==> src/rtl/cmp_result_monitor_if.sv <==
// Comparator-flag sample bus between a magnitude comparator and its result monitor.
// Optional err_cnt member is present only with CMP_MON_ERR_CNT_EN.
interface cmp_result_monitor_if #(
    parameter int CNT_W = 8
);
    logic             in_valid;
    logic             a_gt_b;
    logic             a_eq_b;
    logic             a_lt_b;
    logic             clr_cnt;
    logic             stable_valid;
    logic [1:0]       stable_code;
    logic             stable_change;
    logic             err;
    logic [CNT_W-1:0] gt_cnt;
    logic [CNT_W-1:0] eq_cnt;
    logic [CNT_W-1:0] lt_cnt;
`ifdef CMP_MON_ERR_CNT_EN
    logic [CNT_W-1:0] err_cnt;
`endif

    modport master (
        output in_valid, a_gt_b, a_eq_b, a_lt_b, clr_cnt,
        input  stable_valid, stable_code, stable_change, err,
`ifdef CMP_MON_ERR_CNT_EN
        input  err_cnt,
`endif
        input  gt_cnt, eq_cnt, lt_cnt
    );

    modport slave (
        input  in_valid, a_gt_b, a_eq_b, a_lt_b, clr_cnt,
        output stable_valid, stable_code, stable_change, err,
`ifdef CMP_MON_ERR_CNT_EN
        output err_cnt,
`endif
        output gt_cnt, eq_cnt, lt_cnt
    );
endinterface

==> src/rtl/cmp_result_monitor.sv <==
// Debounces comparator flags into a locked result, counts outcomes, flags illegal combos.
// Optional CMP_MON_ERR_CNT_EN adds a saturating counter of illegal samples.
module cmp_result_monitor #(
    parameter int CNT_W   = 8,
    parameter int DEB_LEN = 3
) (
    input logic                 clk,
    input logic                 rst,
    cmp_result_monitor_if.slave bus
);
    typedef enum logic [1:0] {
        S_IDLE,
        S_RUN,
        S_LOCK
    } state_t;

    localparam logic [3:0]       DEB  = 4'(DEB_LEN);
    localparam logic [CNT_W-1:0] CMAX = {CNT_W{1'b1}};

    state_t           r_state;
    state_t           w_state_nxt;
    logic [1:0]       r_run_code;
    logic [1:0]       w_run_code_nxt;
    logic [3:0]       r_run_len;
    logic [3:0]       w_run_len_nxt;
    logic             r_stable_valid;
    logic [1:0]       r_stable_code;
    logic             r_stable_change;
    logic             r_err;
    logic [CNT_W-1:0] r_gt_cnt;
    logic [CNT_W-1:0] r_eq_cnt;
    logic [CNT_W-1:0] r_lt_cnt;
    logic             w_onehot;
    logic             w_legal;
    logic             w_illegal;
    logic [1:0]       w_code;
    logic             w_lock;

    assign w_onehot  = (bus.a_gt_b ^ bus.a_eq_b ^ bus.a_lt_b)
                     & ~(bus.a_gt_b & bus.a_eq_b & bus.a_lt_b);
    assign w_legal   = bus.in_valid & w_onehot;
    assign w_illegal = bus.in_valid & ~w_onehot;
    // One-hot flags map straight onto the code: GT=01, LT=10, EQ=00
    assign w_code    = {bus.a_lt_b, bus.a_gt_b};

    always_ff @(posedge clk) begin
        if (rst) begin
            r_state    <= S_IDLE;
            r_run_code <= 2'b00;
            r_run_len  <= 4'd0;
        end else begin
            r_state    <= w_state_nxt;
            r_run_code <= w_run_code_nxt;
            r_run_len  <= w_run_len_nxt;
        end
    end

    always_comb begin
        w_run_code_nxt = r_run_code;
        w_run_len_nxt  = r_run_len;
        if (w_illegal) begin
            w_run_len_nxt = 4'd0;
        end else if (w_legal) begin
            if (r_state != S_IDLE && w_code == r_run_code) begin
                if (r_run_len != DEB)
                    w_run_len_nxt = r_run_len + 4'd1;
            end else begin
                w_run_code_nxt = w_code;
                w_run_len_nxt  = 4'd1;
            end
        end
        if (w_run_len_nxt == 4'd0)
            w_state_nxt = S_IDLE;
        else if (w_run_len_nxt == DEB)
            w_state_nxt = S_LOCK;
        else
            w_state_nxt = S_RUN;
    end

    always_comb begin
        w_lock = 1'b0;
        if (w_legal && w_run_len_nxt == DEB)
            w_lock = !r_stable_valid || (w_run_code_nxt != r_stable_code);
    end

    always_ff @(posedge clk) begin
        if (rst) begin
            r_stable_valid  <= 1'b0;
            r_stable_code   <= 2'b00;
            r_stable_change <= 1'b0;
            r_err           <= 1'b0;
        end else begin
            r_stable_change <= w_lock;
            r_err           <= w_illegal;
            if (w_lock) begin
                r_stable_valid <= 1'b1;
                r_stable_code  <= w_run_code_nxt;
            end
        end
    end

    // Clear wins over a same-edge increment; debounce still sees that sample
    always_ff @(posedge clk) begin
        if (rst || bus.clr_cnt) begin
            r_gt_cnt <= '0;
            r_eq_cnt <= '0;
            r_lt_cnt <= '0;
        end else if (w_legal) begin
            if (w_code == 2'b01 && r_gt_cnt != CMAX)
                r_gt_cnt <= r_gt_cnt + 1'b1;
            if (w_code == 2'b00 && r_eq_cnt != CMAX)
                r_eq_cnt <= r_eq_cnt + 1'b1;
            if (w_code == 2'b10 && r_lt_cnt != CMAX)
                r_lt_cnt <= r_lt_cnt + 1'b1;
        end
    end

`ifdef CMP_MON_ERR_CNT_EN
    logic [CNT_W-1:0] r_err_cnt;

    always_ff @(posedge clk) begin
        if (rst || bus.clr_cnt)
            r_err_cnt <= '0;
        else if (w_illegal && r_err_cnt != CMAX)
            r_err_cnt <= r_err_cnt + 1'b1;
    end

    assign bus.err_cnt = r_err_cnt;
`endif

    assign bus.stable_valid  = r_stable_valid;
    assign bus.stable_code   = r_stable_code;
    assign bus.stable_change = r_stable_change;
    assign bus.err           = r_err;
    assign bus.gt_cnt        = r_gt_cnt;
    assign bus.eq_cnt        = r_eq_cnt;
    assign bus.lt_cnt        = r_lt_cnt;
endmodule

==> src/flat_wrapper.sv <==
// flat-port wrapper written by rule: the top's interface ports become plain ports
module cmp_result_monitor_flat 
#(
    parameter int CNT_W   = 8,
    parameter int DEB_LEN = 3
)
  (clk, rst, bus_in_valid, bus_a_gt_b, bus_a_eq_b, bus_a_lt_b, bus_clr_cnt, bus_stable_valid, bus_stable_code, bus_stable_change, bus_err, bus_gt_cnt, bus_eq_cnt, bus_lt_cnt);
  cmp_result_monitor_if #(.CNT_W(CNT_W)) bus_i ();
  input logic clk;
  input logic rst;
  input wire logic [$bits(bus_i.in_valid)-1:0] bus_in_valid;
  input wire logic [$bits(bus_i.a_gt_b)-1:0] bus_a_gt_b;
  input wire logic [$bits(bus_i.a_eq_b)-1:0] bus_a_eq_b;
  input wire logic [$bits(bus_i.a_lt_b)-1:0] bus_a_lt_b;
  input wire logic [$bits(bus_i.clr_cnt)-1:0] bus_clr_cnt;
  output wire logic [$bits(bus_i.stable_valid)-1:0] bus_stable_valid;
  output wire logic [$bits(bus_i.stable_code)-1:0] bus_stable_code;
  output wire logic [$bits(bus_i.stable_change)-1:0] bus_stable_change;
  output wire logic [$bits(bus_i.err)-1:0] bus_err;
  output wire logic [$bits(bus_i.gt_cnt)-1:0] bus_gt_cnt;
  output wire logic [$bits(bus_i.eq_cnt)-1:0] bus_eq_cnt;
  output wire logic [$bits(bus_i.lt_cnt)-1:0] bus_lt_cnt;
  assign bus_i.in_valid = bus_in_valid;
  assign bus_i.a_gt_b = bus_a_gt_b;
  assign bus_i.a_eq_b = bus_a_eq_b;
  assign bus_i.a_lt_b = bus_a_lt_b;
  assign bus_i.clr_cnt = bus_clr_cnt;
  assign bus_stable_valid = bus_i.stable_valid;
  assign bus_stable_code = bus_i.stable_code;
  assign bus_stable_change = bus_i.stable_change;
  assign bus_err = bus_i.err;
  assign bus_gt_cnt = bus_i.gt_cnt;
  assign bus_eq_cnt = bus_i.eq_cnt;
  assign bus_lt_cnt = bus_i.lt_cnt;
  cmp_result_monitor #(.CNT_W(CNT_W), .DEB_LEN(DEB_LEN)) u_core (.clk(clk), .rst(rst), .bus(bus_i));
endmodule
==> config.mk <==
export PLATFORM = sky130hd
export DESIGN_NAME = cmp_result_monitor_flat
export DESIGN_NICKNAME = d
export VERILOG_FILES = /design/src/rtl/cmp_result_monitor_if.sv /design/src/rtl/cmp_result_monitor.sv /design/src/flat_wrapper.sv
export SDC_FILE = /design/constraint.sdc
export NUM_CORES = 1
export LEC_CHECK = 0
export ABC_AREA = 1
export CAP_MARGIN = 25
export CORE_MARGIN = 3
export CORE_UTILIZATION = 28
export DETAILED_ROUTE_END_ITERATION = 7
export HOLD_SLACK_MARGIN = 0.06
export PLACE_DENSITY_LB_ADDON = 0.3
export SLEW_MARGIN = 30
export SYNTH_ARGS = -nofsm -noshare
export SYNTH_HDL_FRONTEND = slang
export SYNTH_SLANG_ARGS = --single-unit
==> constraint.sdc <==
create_clock -name clk -period 3.5 [get_ports clk]
set_input_delay 0.35 -clock clk [delete_from_list [all_inputs] [get_ports clk]]
set_output_delay 0.35 -clock clk [all_outputs]
set_load 0.01 [all_outputs]
==> results of run 1 <==
## worst max-delay path by stage
stage / from / to / slack (ns) / depth (start not counted)
after floorplan: bus_a_eq_b / u_core.bus.stable_code[0] / 1.80 / 12
after detailed placement: bus_a_gt_b / u_core.bus.stable_code[1] / 1.07 / 12
after global routing: bus_a_gt_b / u_core.bus.stable_code[1] / 1.16 / 12
after CTS: bus_a_gt_b / u_core.bus.stable_code[1] / 1.37 / 12
final: bus_a_gt_b / u_core.bus.stable_code[1] / 1.37 / 12
after global placement: bus_a_gt_b / u_core.bus.stable_code[1] / 1.08 / 12
## stage by stage
| step | instances | hold WS (ns) |
|---|---|---|
| detailed placement | 385 | 0.4725 |
| finish | 393 | 0.4798 |
| CTS | 393 | 0.4834 |
| global route | 393 | 0.5234 |
| global placement | 385 | 0.4737 |
| floorplan | 275 | 0.4293 |
## area by class of cell
class | count | area, µm²
Sequential cell | 37 | 740.7
Inverter | 47 | 176.4
Clock inverter | 1 | 30.03
Timing Repair Buffer | 36 | 357.8
Tap cell | 77 | 96.34
Multi-Input combinational cell | 188 | 985.9
Clock buffer | 7 | 86.33
Fill cell | 688 | 4021
## sequential cells by signal, indices dropped and copies added, names as in the netlist
| name | count |
|---|---|
| u_core.bus.eq_cnt | 8 |
| u_core.bus.gt_cnt | 8 |
| u_core.bus.lt_cnt | 8 |
| u_core.r_run_len | 4 |
| u_core.bus.stable_code | 2 |
| u_core.r_run_code | 2 |
| u_core.r_state | 2 |
| u_core.bus.err | 1 |
| u_core.bus.stable_change | 1 |
| u_core.bus.stable_valid | 1 |
## where the power goes
group | leakage (nW) | internal [mW] | switching (mW)
clock | 0.0585 | 0.232 | 0.148
combinational | 0.644 | 0.0274 | 0.0457
sequential | 0.299 | 0.426 | 0.00404
total | 1.00 | 0.686 | 0.198
## worst max-delay path: cells and delay by family
kind	cells	cell delay [ns]
AOI/OAI and AO/OA	2	0.30
adders and majority gates	1	0.29
buffers and inverters	3	0.70
and+or+nand+nor	6	0.62
## kinds of logic (layout without fill, tap and decap cells)
group / after synthesis / count (layout) / share of synthesized area [%]
xor+xnor: 1 / 1 / 0.4576
compound gates: 41 / 41 / 12.35
fa+ha+maj: 5 / 5 / 3.268
flops: 37 / 37 / 38.69
simple gates: 141 / 141 / 35.42
buf+inv: 50 / 91 / 9.803
## cells in the final DEF (no fill, tap or decap), types with 4 or more instances in the layout
master	instances
o21ai_0	16
nand3_2	4
clkbuf_8	6
nor2_1	33
ha_1	5
nand4_1	5
inv_2	4
nand2_2	5
nor3_1	7
nand2_1	54
clkdlybuf4s50_1	35
nand3_1	23
a21oi_1	18
dfxtp_1	37
inv_1	43
## per-layer routing
| metal | routed length [µm] | part of all wire (%) | vias to the layer above | global-route usage (%) |
|---|---|---|---|---|
| met3 | 175 | 4.1 | 5 | 3.445 |
| met2 | 1971 | 47 | 22 | 17.81 |
| met1 | 2029 | 48 | 791 | 15.53 |
| met4 | 58 | 1.4 | 0 | 4.808 |
| li1 | - | - | 965 | - |
| met5 | 0 | 0 | - | 0 |
==> impl_metrics.env, run 1 <==
export IMPL_cts_hold_buf=0
export IMPL_max_freq_ghz=0.4703
export IMPL_fin_util_pct=38.09
export IMPL_core_area_um2=6495
export IMPL_final_nets=327
export IMPL_worstRegToRegCells=12
export IMPL_cpMostUsedCell="nand3_2"
export IMPL_grt_pass1_vias=1601
export IMPL_syn_area_um2=1914
export IMPL_yosys_warnings=0
export IMPL_areaGrowthSynthToFinish_pct=29.22
export IMPL_ys_types=27
export IMPL_synth_edf_count=0
export IMPL_synthCells=275
export IMPL_postCtsSetupBuffers=0
export IMPL_maxSlewViolCount=0
export IMPL_final_antenna_net_count=0
export IMPL_crit_path_cell_trace="clkdlybuf4s50_1 > ha_1 > inv_1 > nand3_2 > a21oi_4 > nand3_2 > nand2_2 > inv_2 > nor2_4 > nand3_2 > nand3_1 > o31ai_1"
export IMPL_ys_seq_area_share_pct=38.69
export IMPL_hold_viol=0
export IMPL_preCtsSetupSlack_ns=1.074
export IMPL_hold_class="register to register"
export IMPL_io_buffers=35
export IMPL_routed_wirelength_um=4234
export IMPL_worst_slack_ns=1.374
export IMPL_dieArea_um2=7865
export IMPL_wl_per_cell_um=10.77
export IMPL_drc=0
export IMPL_viasPerCell=4.537
export IMPL_cts_path_max_buffers=2
export IMPL_tightest_slew_ns=0.5207
export IMPL_synth_ff_type="dfxtp_1"
export IMPL_power_density_nw_per_um2=357.4
export IMPL_tns_ns=0
export IMPL_yosysMostFrequentCell="nand2_1"
export IMPL_synth_top_area_share_pct=38.69
export IMPL_htreeDepth=2
export IMPL_syn_nets=287
export IMPL_setup_viol=0
export IMPL_crit_path_max_fanout=6
export IMPL_grt_max_degree=22
export IMPL_grt_setup_unrepaired="no"
export IMPL_dp_hpwl_um=3312
export IMPL_antenna_cells=0
export IMPL_status="complete, no violations"
export IMPL_p_leak_nw=1.002
export IMPL_clock_skew_ns=0.01061
export IMPL_netlist_top_cell_by_area="dfxtp_1"
export IMPL_slew_headroom_pct=65.18
export IMPL_rr_endpoint="u_core.bus.stable_code[1]"
export IMPL_grt_remaining_overflow=0
export IMPL_gp_congestion=0.7931
export IMPL_placement_cell_area_um2=2357
export IMPL_min_from="u_core.bus.lt_cnt[6]"
export IMPL_cp_required_ns=3.65
export IMPL_grt_pass1_wl_um=7224
export IMPL_synthTopCellsByCount="nand2_1, inv_1, dfxtp_1"
export IMPL_numCtsBuffers=5
export IMPL_vias=1783
export IMPL_num_io_pins=36
export IMPL_cts_root_buf="clkbuf_8"
export IMPL_grt_usage_pct=11.74
export IMPL_p_total_mw=0.8840
export IMPL_cp_slowest_cell="clkdlybuf4s50_1"
export IMPL_hold_depth=2
export IMPL_period_minus_slack_ns=2.126
export IMPL_holdPathEnd="u_core.bus.lt_cnt[6]"
export IMPL_drtIter0Drc=60
export IMPL_die_x_um=88.69
export IMPL_syn_area_per_cell_um2=6.961
export IMPL_crit_arrival_ns=2.28
export IMPL_critPathMaxStageDelay_ns=0.55
export IMPL_timing_rr_start="u_core.r_run_len[1]"
export IMPL_cap_violations=0
export IMPL_synthArstFlopShare_pct=0
export IMPL_vdd_drop_max_mv=0.2335
export IMPL_period_share_pct=60.75
export IMPL_initial_utilization_pct=29.47
export IMPL_cp_end_kind="register"
export IMPL_reg2reg_slack_ns=1.77
export IMPL_netlist_top_cells_area="dfxtp_1, nand2_1, inv_1, nor2_1, nand3_1"
export IMPL_clkSlewWorstSetupHoldPaths_ns=0.07
export IMPL_grt_antenna_before_repair=0
export IMPL_cts_sinks=37
export IMPL_crit_type="primary input to register"
export IMPL_cts_resized_gates=0
export IMPL_die_h_um=88.69
export IMPL_fin_area_um2=2474
export IMPL_layout_drive_gt1_share_pct=9.494
export IMPL_worst_skew_pair_late_latency_ns=0.29
export IMPL_cts_tree="built"
export IMPL_ys_ff_latch=37
export IMPL_cp_start_kind="primary input"
export IMPL_std_cell_rows=29
export IMPL_dr_pass1_iters=4
(Power assumes the default switching activity.)
==> run 2: changes to the inputs <==
Clock period 3.5 ns to 1.7 ns, I/O delays scaled along.
==> run 2 against run 1 <==
Register-to-register slack lost 1.7 ns. Largest power group unchanged. Worst hold slack improved by 0.011 ns. Clock power grew 110%. Largest cell class unchanged. Count of clock-buffer cells in the layout unchanged. Power rose by 110%. Die area unchanged. Sequential power increased by 110%. Worst setup slack got worse by 1.3 ns. Non-clock buffer count rose by 25. Cell count increased by 6.4%. Global-route usage grew 1.1 points. Clock skew decreased by 0.0047 ns.
==> impl_metrics.env, run 2 (synthesis results as in run 1) <==
export IMPL_status="complete, no violations"
export IMPL_areaGrowthSynthToFinish_pct=42.16
export IMPL_std_cell_rows=29
export IMPL_p_leak_nw=1.126
export IMPL_vias=1865
export IMPL_io_buffers=35
export IMPL_viasPerCell=4.462
export IMPL_critPathBufInv=1
export IMPL_p_total_mw=1.879
export IMPL_most_common_layout_cells="nand2_1, inv_1, dfxtp_1, clkdlybuf4s50_1, nor2_1"
export IMPL_layout_drive_gt1_share_pct=18.77
export IMPL_grt_pass1_wl_um=8004
export IMPL_initial_utilization_pct=29.47
export IMPL_dieArea_um2=7865
export IMPL_clkSlewWorstSetupHoldPaths_ns=0.07
export IMPL_max_freq_ghz=0.6291
export IMPL_preCtsSetupSlack_ns=-0.4232
export IMPL_crit_type="register to register"
export IMPL_drtIter0Drc=63
export IMPL_cts_sinks=37
export IMPL_antenna_cells=0
export IMPL_final_nets=352
export IMPL_cts_tree="built"
export IMPL_crit_arrival_ns=1.82
export IMPL_crit_path_cell_trace="ha_2 > nand2_1 > nor2_1 > nand2_1 > nand2_1 > nand3_2 > nand2_2 > inv_2 > nor2_4 > nand3_2 > nor2_2 > nor2_1 > nor2_1"
export IMPL_cap_violations=0
export IMPL_worst_slack_ns=0.1105
export IMPL_hold_class="register to register"
export IMPL_grt_usage_pct=12.79
export IMPL_num_io_pins=36
export IMPL_cp_required_ns=1.93
export IMPL_grt_remaining_overflow=0
export IMPL_crit_path_max_fanout=4
export IMPL_power_density_nw_per_um2=690.6
export IMPL_grt_pass1_vias=1795
export IMPL_path_delay_family="simple AND/OR/NAND/NOR gates"
export IMPL_worst_skew_pair_late_latency_ns=0.29
export IMPL_cp_start_kind="register"
export IMPL_wl_per_cell_um=10.70
export IMPL_cts_root_buf="clkbuf_8"
export IMPL_period_minus_slack_ns=1.590
export IMPL_final_common_cell="nand2_1"
export IMPL_final_antenna_net_count=0
export IMPL_dr_pass1_iters=4
export IMPL_maxSlewViolCount=0
export IMPL_slew_headroom_pct=83.76
export IMPL_hold_ws_ns=0.4907
export IMPL_setup_viol=0
export IMPL_critPathMaxStageDelay_ns=0.34
export IMPL_cts_hold_buf=0
export IMPL_dp_hpwl_um=3477
export IMPL_die_x_um=88.69
export IMPL_cp_slowest_cell="dfxtp_1"
export IMPL_core_area_um2=6495
export IMPL_vdd_drop_max_mv=0.4023
export IMPL_drc=0
export IMPL_die_h_um=88.69
export IMPL_hold_viol=0
export IMPL_period_share_pct=93.50
export IMPL_grt_antenna_before_repair=0
export IMPL_cp_end_kind="register"
export IMPL_numCtsBuffers=5
export IMPL_cts_path_max_buffers=2
export IMPL_grt_max_degree=22
export IMPL_routed_wirelength_um=4473
export IMPL_grt_setup_unrepaired="yes"
export IMPL_gp_congestion=0.8173
export IMPL_htreeDepth=2
export IMPL_clock_skew_ns=0.005897
export IMPL_tightest_slew_ns=0.2429
## run 2: cell count changes in the layout (fill, tap and decap cells not counted), moves of 2 or more
cell and change:
buf_4 +24, ha_1 -3, clkdlybuf4s50_1 -2, dfxtp_1 -2, dlygate4sd2_1 +2, ha_4 +2, nor2_1 -2
## run 2: path summary, 6_finish.rpt
| kind | from | end | slack, ns | cells after the start |
|---|---|---|---|---|
| max | u_core.r_run_len[0] | u_core.bus.stable_code[0] | 0.11 | 13 |
| min | u_core.bus.stable_valid | u_core.bus.stable_valid | 0.49 | 2 |
| max reg2reg | u_core.r_run_len[0] | u_core.bus.stable_code[0] | 0.11 | 13 |
| min reg2reg | u_core.bus.stable_valid | u_core.bus.stable_valid | 0.49 | 2 |
## run 2: metal layers
layer / vias to the layer above / wire (µm) / track usage (%)
met2: 29 / 2093 / 21.12
li1: 1014 / - / -
met1: 815 / 2162 / 16.66
met5: - / 0 / 0
met4: 0 / 63 / 3.709
met3: 7 / 154 / 2.886
## run 2: power breakdown
part	switching [mW]	total [mW]	internal, mW
clock network	0.319	0.798	0.479
logic	0.107	0.200	0.0925
registers	0.00631	0.882	0.876
total	0.433	1.88	1.45
## run 2: final cells by class
class / count / area, µm²
Fill cell: 659 / 3774
Multi-Input combinational cell: 188 / 1031
Sequential cell: 37 / 745.7
Timing Repair Buffer: 61 / 555.5
Inverter: 47 / 176.4
Tap cell: 77 / 96.34
Clock buffer: 7 / 86.33
Clock inverter: 1 / 30.03
## run 2: timing repair
| item | in CTS | in global routing |
|---|---|---|
| pin swaps | 1 | 1 |
| setup buffers | 1 | 0 |
| gates resized for setup | 3 | 11 |
| endpoints found under the setup margin | 15 | 16 |
## run 2: through the flow
step                      instance area (µm²)  TNS (ns)  instances  util (%)
after floorplan                          1914         0        275         -
after global placement                   2550    -8.530        409     39.26
after detailed placement                 2550    -9.380        409     39.26
after CTS                                2684         0        418     41.32
after global routing                     2721   -0.1322        418     41.90
final                                    2721         0        418     41.90
## run 2: worst register-to-register path, delay by kind of cell, from the launching register on
family	cells	cell delay (ns)
flops	1	0.34
simple gates	11	0.94
buf+inv	1	0.05
fa+ha+maj	1	0.21
==> run 3: changes to the inputs <==
Settings changed: CORE_UTILIZATION 28 to 31, PLACE_DENSITY set to 0.63, PLACE_DENSITY_LB_ADDON 0.3 to not set.
==> run 3 against run 2 <==
Via count rose by 1.3%. Critical endpoint is now u_core.bus.gt_cnt[7]. Maximum frequency increased by 2.2%. Worst setup slack better by 0.034 ns. Cell count fell by 0.24%. Worst hold slack got worse by 0.025 ns. Sequential share of layout area down 0.53 points. Register-to-register slack gained 0.03 ns.
==> impl_metrics.env, run 3 (synthesis results as in run 1) <==
export IMPL_holdPathEnd="u_core.bus.eq_cnt[0]"
export IMPL_period_minus_slack_ns=1.556
export IMPL_final_common_cell="nand2_1"
export IMPL_fill_cells=580
export IMPL_cp_end_kind="register"
export IMPL_cap_violations=0
export IMPL_io_buffers=35
export IMPL_crit_arrival_ns=1.75
export IMPL_grt_pass1_vias=1717
export IMPL_grt_max_degree=22
export IMPL_period_share_pct=91.51
export IMPL_hold_class="primary input to register"
export IMPL_routed_wirelength_um=4326
export IMPL_vdd_drop_max_mv=0.4858
export IMPL_crit_type="register to register"
export IMPL_std_cell_rows=27
export IMPL_wl_per_cell_um=10.37
export IMPL_final_nets=356
export IMPL_worst_skew_pair_late_latency_ns=0.29
export IMPL_min_from="bus_in_valid"
export IMPL_cp_required_ns=1.89
export IMPL_worstRegToRegCells=10
export IMPL_seqCellArea_um2=747.0
export IMPL_dp_cells=403
export IMPL_maxSlewViolCount=0
export IMPL_core_area_um2=5743
export IMPL_layout_drive_gt1_share_pct=22.03
export IMPL_final_cells=417
export IMPL_cp_start_kind="register"
export IMPL_worst_slack_ns=0.1444
export IMPL_cts_path_max_buffers=2
export IMPL_die_x_um=84.58
export IMPL_initial_utilization_pct=33.33
export IMPL_setup_viol=0
export IMPL_cts_tree="built"
export IMPL_rr_endpoint="u_core.bus.gt_cnt[7]"
export IMPL_dp_hpwl_um=3255
export IMPL_grt_pass1_wl_um=7479
export IMPL_preCtsSetupSlack_ns=-0.4499
export IMPL_grt_usage_pct=12.61
export IMPL_htreeDepth=2
export IMPL_p_leak_nw=1.163
export IMPL_tightest_slew_ns=0.2589
export IMPL_clock_skew_ns=0.01137
export IMPL_viasPerCell=4.530
export IMPL_multi_input_area_um2=1059
export IMPL_tns_ns=0
export IMPL_areaGrowthSynthToFinish_pct=45.23
export IMPL_hold_depth=5
export IMPL_dieArea_um2=7154
export IMPL_hold_viol=0
export IMPL_drc=0
export IMPL_grt_antenna_before_repair=0
export IMPL_grt_setup_unrepaired="yes"
export IMPL_drtIter0Drc=54
export IMPL_max_freq_ghz=0.6428
export IMPL_numCtsBuffers=5
export IMPL_most_common_layout_cells="nand2_1, inv_1, dfxtp_1, clkdlybuf4s50_1, nor2_1"
export IMPL_crit_path_max_fanout=4
export IMPL_vias=1889
export IMPL_startpoint="u_core.bus.gt_cnt[1]"
export IMPL_timing_rr_start="u_core.bus.gt_cnt[1]"
export IMPL_reg2reg_slack_ns=0.14
export IMPL_cts_sinks=37
export IMPL_gp_congestion=0.7874
export IMPL_p_total_mw=1.883
export IMPL_slew_headroom_pct=82.72
export IMPL_power_density_nw_per_um2=677.3
export IMPL_cts_hold_buf=0
export IMPL_status="complete, no violations"
export IMPL_dr_pass1_iters=4
export IMPL_antenna_cells=0
export IMPL_num_io_pins=36
export IMPL_final_antenna_net_count=0
export IMPL_clkSlewWorstSetupHoldPaths_ns=0.08
export IMPL_grt_remaining_overflow=0
export IMPL_cts_root_buf="clkbuf_8"
export IMPL_fin_util_pct=48.41
export IMPL_die_h_um=84.58
-- run 3: how the worst max path moves through the flow --
stage                     slack, ns                        end  depth (start not counted)
after floorplan                0.18  u_core.bus.stable_code[0]                         12
after global placement        -0.42  u_core.bus.stable_code[0]                         14
after detailed placement      -0.45  u_core.bus.stable_code[0]                         14
after CTS                      0.06       u_core.bus.gt_cnt[6]                          9
after global routing          -0.01       u_core.bus.lt_cnt[5]                          9
final                          0.14       u_core.bus.gt_cnt[7]                         10
-- run 3: area by class of cell --
class	instances	share of cell area (%)
clock buffer	7	3.105
clock inverter	1	1.080
inverter	47	6.346
multi-input combinational	188	38.07
sequential	37	26.87
tap	72	3.240
timing repair buffer	65	21.29
-- run 3: power breakdown --
group | internal (mW) | switching [mW]
logic | 0.0977 | 0.109
registers | 0.876 | 0.00717
clock network | 0.478 | 0.315
total | 1.45 | 0.431
-- run 3: through the flow --
step	hold WS (ns)	instance area, µm²
final	0.4660	2780
after global routing	0.5048	2780
after CTS	0.4827	2683
after detailed placement	0.4712	2536
after global placement	0.4672	2536
after floorplan	0.2493	1914
-- run 3: what timing repair did --
item / CTS / global route
endpoints found under the setup margin: 14 / 18
setup buffers: 2 / 4
pin swaps: 2 / 5
resized for setup: 4 / 21
-- run 3: layer usage --
metal,track usage [%],vias to the layer above,wire length (µm)
met5,0,-,0
met4,3.885,0,8
met3,2.748,2,165
met2,20.14,34,2036
met1,16.96,833,2116
li1,-,1020,-
-- run 3: critical path, cell delays in order, from the launching register on --
cell and delay, ns:
dfxtp_4 0.36, ha_4 0.16, nand3_1 0.09, nor2_2 0.05, nand3_2 0.07, nand2_2 0.06, or2_4 0.27, nor3_4 0.21
nand3_1 0.09, nand2_1 0.07, nor2_1 0.03
